**src/rtl/pipe_strm_driver.sv**
```systemverilog
// Parent-side stream driver for a pipelined compute kernel: feeds NumElem source words, captures results.
// Optional element-count check is compiled in when PIPE_DRV_CNTCHK_EN is defined.
module pipe_strm_driver #(
   parameter int DataW   = 32,
   parameter int NumElem = 1024,
   parameter int AddrW   = 10
) (
   input  logic             clk,
   input  logic             rst,
   input  logic             go,
   output logic             busy,
   output logic             finished,
   output logic             err,
   output logic             src_re,
   output logic [AddrW-1:0] src_addr,
   input  logic [DataW-1:0] src_rdata,
   output logic [DataW-1:0] strm_out,
   output logic             start,
   output logic             stop,
   input  logic             pipe_ready,
   input  logic             pipe_cts,
   input  logic             pipe_done,
   input  logic [DataW-1:0] strm_in,
   output logic             dst_we,
   output logic [AddrW-1:0] dst_addr,
   output logic [DataW-1:0] dst_wdata,
   output logic [AddrW:0]   wr_count
);

   typedef enum logic [1:0] {IDLE = 2'd0, FEED = 2'd1, DRAIN = 2'd2, FIN = 2'd3} state_t;

   localparam logic [AddrW-1:0] LAST_ADDR = AddrW'(NumElem - 1);

   state_t state, state_next;
   logic   go_acc;
   logic   first_flag;
   logic   wr_act;
   logic   done_seen;
   logic   done_cond;
   logic   early_done;
   logic   unused_ready;

   assign go_acc       = (state == IDLE) && go;
   assign done_cond    = pipe_done && wr_act;
   assign early_done   = (state == FEED) && pipe_done;
   assign dst_we       = pipe_cts && wr_act;
   assign strm_out     = src_rdata;
   assign dst_wdata    = strm_in;
   assign unused_ready = pipe_ready;

   always_ff @(posedge clk or negedge rst) begin
      if (!rst) state <= IDLE;
      else      state <= state_next;
   end

   always_comb begin
      state_next = state;
      case (state)
         IDLE:  if (go) state_next = FEED;
         FEED:  if (src_addr == LAST_ADDR) state_next = DRAIN;
         // a done latched during FEED lets DRAIN exit straight away
         DRAIN: if (done_seen || done_cond) state_next = FIN;
         FIN:   state_next = IDLE;
         default: state_next = IDLE;
      endcase
   end

   always_comb begin
      src_re   = (state == FEED);
      busy     = (state != IDLE);
      finished = (state == FIN);
   end

   always_ff @(posedge clk or negedge rst) begin
      if (!rst) begin
         src_addr   <= '0;
         dst_addr   <= '0;
         wr_count   <= '0;
         first_flag <= 1'b0;
         wr_act     <= 1'b0;
         done_seen  <= 1'b0;
         start      <= 1'b0;
         stop       <= 1'b0;
      end else begin
         // start/stop are registered so they line up with src_rdata
         start <= src_re && first_flag;
         stop  <= src_re && (src_addr == LAST_ADDR);
         if (go_acc) begin
            src_addr   <= '0;
            dst_addr   <= '0;
            wr_count   <= '0;
            first_flag <= 1'b1;
            wr_act     <= 1'b0;
            done_seen  <= 1'b0;
         end else begin
            if (src_re) begin
               src_addr   <= src_addr + 1'b1;
               first_flag <= 1'b0;
            end
            if (dst_we) begin
               dst_addr <= dst_addr + 1'b1;
               if (wr_count != {(AddrW+1){1'b1}}) wr_count <= wr_count + 1'b1;
            end
            if (done_cond)  wr_act <= 1'b0;
            else if (start) wr_act <= 1'b1;
            if (early_done) done_seen <= 1'b1;
         end
      end
   end

`ifdef PIPE_DRV_CNTCHK_EN
   localparam logic [AddrW+1:0] NUM_ELEM_W = (AddrW+2)'(NumElem);

   logic             err_reg;
   logic [AddrW+1:0] cnt_final;

   // count as it will stand once the done-cycle write lands
   assign cnt_final = {1'b0, wr_count} + {{(AddrW+1){1'b0}}, dst_we};

   always_ff @(posedge clk or negedge rst) begin
      if (!rst)                                        err_reg <= 1'b0;
      else if (go_acc)                                 err_reg <= 1'b0;
      else if (early_done)                             err_reg <= 1'b1;
      else if (done_cond && (cnt_final != NUM_ELEM_W)) err_reg <= 1'b1;
   end

   assign err = err_reg;
`else
   assign err = 1'b0;
`endif

endmodule

```
**config.mk**
```make
export PLATFORM = sky130hd
export DESIGN_NAME = pipe_strm_driver
export DESIGN_NICKNAME = d
export VERILOG_FILES = /design/src/rtl/pipe_strm_driver.sv
export SDC_FILE = /design/constraint.sdc
export NUM_CORES = 1
export LEC_CHECK = 0
export ABC_AREA = 1
export CAP_MARGIN = 20
export CORE_MARGIN = 2
export CORE_UTILIZATION = 36
export CTS_CLUSTER_SIZE = 10
export DETAILED_ROUTE_END_ITERATION = 8
export PLACE_DENSITY = 0.9
export SETUP_SLACK_MARGIN = 0.5
export SLEW_MARGIN = 25
export SYNTH_ARGS = -nofsm -noshare
export SYNTH_HDL_FRONTEND = slang
export SYNTH_SLANG_ARGS = --single-unit
```
**constraint.sdc**
```tcl
create_clock -name clk -period 2 [get_ports clk]
set_clock_uncertainty 0.05 [all_clocks]
set_input_delay 0.5 -clock clk [delete_from_list [all_inputs] [get_ports clk]]
set_output_delay 0.5 -clock clk [all_outputs]
set_load 0.05 [all_outputs]
```
==> qor.txt, run 1 <==
STATUS
----------------------------------------------------------------------------------------
Result of the run                                                           complete, no violations

DIE
----------------------------------------------------------------------------------------
Height of the chip                                                               87.9 um
Rows                                                                                  30
DIE AREA                                                                        7720 um2
Core area                                                                       6790 um2
DIE WIDTH                                                                        87.9 um
Top-Level Pins                                                                       172
Initial core utilization                                                           37.3%

ROUTING
----------------------------------------------------------------------------------------
DR WL/cell                                                                       12.8 um
Total number of vias                                                               2,021
Antenna Nets Post-Route                                                                0
DRC marker count from the first detailed-route iteration                              56
Residual DRC                                                                           0
Total detailed-routing wirelength                                                5650 um
Post-detailed-route via-to-cell ratio                                               4.59
Number of optimization iterations in the first detailed-route pass                     4

CRITICAL PATH
----------------------------------------------------------------------------------------
Cells along the critical path                                               buf_4 > ha_4 > buf_12
Endpoint required time on the critical path                                      1.45 ns
Critical path class                                                         register to primary output
Worst path top cell family by delay                                           flip-flops
Type of element launching the critical path                                     register
CP max-delay cell                                                           sky130_fd_sc_hd__dfrtp_1
Beginning of the worst register-to-register path                                state[1]
Crit path largest cell delay                                                     0.40 ns
CP endpoint kind                                                            primary output
Buf+Inv Stages, Crit Path                                                              2
CP arrival                                                                       1.18 ns
Critical path launch point                                                      state[0]
Worst-path maximum fanout                                                              3

CLOCKING
----------------------------------------------------------------------------------------
CTS Buffer Depth                                                                       2
Inserted Clock Buffers                                                                 5
Clock-pin slew on the worst setup and hold paths                                 0.09 ns
Hold-fix buffers at CTS                                                                0
H-Tree Level Count                                                                     2
Clock root buffer                                                           sky130_fd_sc_hd__clkbuf_8
Clock tree from TritonCTS                                                           done
Skew-Pair Late Insertion Delay                                                   0.29 ns
Count of clock tree sinks                                                             38

GLOBAL ROUTE
----------------------------------------------------------------------------------------
GRT Residual Overflow                                                                  0
Largest net degree at the start of global routing                                     39
Wire length of the first global-routing pass                                     8410 um
GRT met3 Usage                                                                     4.15%
Met1 Usage GRT                                                                     16.3%
Most Crowded Layer GR                                                               met2
Met2 Resource Use GR                                                               23.3%
Number of antenna violations at the first check in global routing                      0
Via count of the first global-routing pass                                         1,889
Overall global routing resource usage                                              13.8%

YOSYS
----------------------------------------------------------------------------------------
Largest area contributor in the netlist                                     sky130_fd_sc_hd__dfrtp_1
Flop and latch count out of synthesis                                                 38
Cell area after synthesis                                                       2530 um2
Area share of the largest cell type after synthesis                                37.5%
Average size of a mapped cell                                                   7.72 um2
Post-synthesis sequential area ratio                                               37.5%
Synthesis Warnings                                                                     0
Synth area leaders                                                          sky130_fd_sc_hd__dfrtp_1 (38%), sky130_fd_sc_hd__buf_4 (20%), sky130_fd_sc_hd__nand2_1 (11%), sky130_fd_sc_hd__inv_1 (4.9%), sky130_fd_sc_hd__nor2_1 (4.6%)
Synthesized netlist net count                                                        405
Syn Inst Count                                                                       328
Unique cell type count in the Yosys netlist                                           26

STA
----------------------------------------------------------------------------------------
Portion of the clock cycle consumed by the worst path in the final layout          86.7%
Minimum period implied by the final worst setup slack                            1.73 ns
Maximum frequency from static timing analysis                                  0.577 GHz
Setup-violating endpoint count in the final report                                     0
Number of max-slew violations in the final report                                      0
Worst Max-Slew Pin Slew                                                         0.510 ns
Final sum of negative setup slack                                                   0 ns
Max-slew headroom                                                                  66.0%
Final hold viol count                                                                  0
Worst Slack Setup Final                                                         0.266 ns
Setup repair after global routing missed its margin                                  yes

PLACEMENT
----------------------------------------------------------------------------------------
Routability congestion estimate from global placement                              0.820
Placed wire-length estimate                                                      3790 um
Worst setup slack before clock tree synthesis                                  0.0827 ns
Port buffer count                                                                     41

FINAL LAYOUT
----------------------------------------------------------------------------------------
Most frequent cells in the layout                                           sky130_fd_sc_hd__nand2_1 (59), sky130_fd_sc_hd__buf_4 (55), sky130_fd_sc_hd__nor2_1 (28), sky130_fd_sc_hd__inv_1 (28), sky130_fd_sc_hd__dfrtp_1 (23)
Share of layout cells above drive strength 1                                       43.6%
Number of nets at the end of the flow                                                420
Antenna Diode Count                                                                    0
Filler Cells Inserted                                                                644
Commonest non-fill, non-tap cell in the layout                              sky130_fd_sc_hd__nand2_1
Area overhead of the layout relative to synthesis                                  25.8%

PWR
----------------------------------------------------------------------------------------
Leakage dissipation                                                              1.55 nW
VDD IR-drop max                                                                  1070 uV
Pwr per Cell Area                                                            1220 nW/um2

WORST HOLD PATH
----------------------------------------------------------------------------------------
Path type of the worst min-delay path                                       primary input to asynchronous set/reset pin

JOB
----------------------------------------------------------------------------------------
Number of max-capacitance violations reported                                          0

through the flow:
step / power (mW) / instances / cell area (um2) / utilization (%) / hold WS (ns)
6_report: 3.90 / 440 / 3190 / 46.9 / 0.212
5_1_grt: 4.10 / 440 / 3190 / 46.9 / 0.257
4_1_cts: 3.72 / 427 / 2990 / 44.0 / 0.222
3_5_place_dp: 2.67 / 404 / 2690 / 39.5 / 0.413
3_3_place_gp: 2.63 / 404 / 2690 / 39.5 / 0.396
2_1_floorplan: 2.52 / 328 / 2660 / - / 0.154
timing repair:
action / 4_1_cts / 5_1_grt
setup endpoints to repair: 31 / 39
pin swaps: 1 / 8
buffers inserted: 15 / 12
gates resized for setup: 16 / 30
gates cloned: 0 / 1
cell usage after synthesis, drive strengths merged:
| cell type | number |
|---|---|
| o21ai | 18 |
| conb | 1 |
| a21oi | 14 |
| xnor2 | 3 |
| clkbuf | 1 |
| and3 | 1 |
| ha | 7 |
| nand4 | 7 |
| nand2 | 73 |
| inv | 34 |
| buf | 68 |
| nor3 | 3 |
| o21bai | 1 |
| or2 | 3 |
| nand3 | 18 |
| dfrtp | 38 |
| xor2 | 1 |
| nor2 | 37 |
logic make-up (layout without fill, tap and decap cells):
logic type      after synthesis  count (layout)  synth area share, %
buf+inv                     103             118                 25.4
xor+xnor                      4               4                 1.38
compound gates               33              33                 7.66
simple gates                142             143                 24.4
fa+ha+maj                     7               7                 3.46
flops                        38              38                 37.5
other cells                   1               1                0.148
layout make-up:
| cell class | instances | area [um2] | share of cell area, % |
|---|---|---|---|
| clock inverter | 2 | 60.1 | 1.89 |
| inverter | 34 | 134 | 4.20 |
| multi-input combinational | 188 | 1140 | 35.7 |
| tap | 96 | 120 | 3.77 |
| clock buffer | 6 | 82.6 | 2.59 |
| timing repair buffer | 76 | 682 | 21.4 |
| sequential | 38 | 970 | 30.4 |
per-layer routing:
metal / up-vias / wire length (um)
li1: 998 / -
met1: 948 / 2350
met2: 61 / 2850
met3: 14 / 366
met4: 0 / 84
met5: - / 0
power breakdown:
| part | internal (mW) | switching [mW] |
|---|---|---|
| clock | 0.533 | 0.295 |
| combinational | 0.854 | 1.18 |
| sequential | 0.915 | 0.120 |
| total | 2.30 | 1.59 |
worst paths after layout:
path / slack (ns) / endpoint / cells after the start
min in group clk: 0.43 / start / 2
setup / recovery: 0.27 / src_re / 3
setup reg to reg: 0.41 / src_addr[6] / 10
hold reg to reg: 0.43 / start / 2
max in group asynchronous: 1.30 / dst_addr[8] / 2
hold / removal: 0.21 / dst_addr[0] / 2
sequential cells by signal, summed over array words and instances (netlist names):
signal / count
state: 2
src_addr: 10
start: 1
first_flag: 1
wr_act: 1
done_seen: 1
dst_addr: 10
wr_count: 11
stop: 1
No activity file was read; power rests on OpenSTA's default activity.
==> run 2: changes to the inputs <==
--- a/config.mk
+++ b/config.mk
@@ -11,6 +11,7 @@
 export CORE_UTILIZATION = 36
 export CTS_CLUSTER_SIZE = 10
 export DETAILED_ROUTE_END_ITERATION = 8
+export HOLD_SLACK_MARGIN = 0.1
 export PLACE_DENSITY = 0.9
 export SETUP_SLACK_MARGIN = 0.5
 export SLEW_MARGIN = 25
==> results of run 2 <==
Final layout, timing and power as in run 1 (identical DEF).
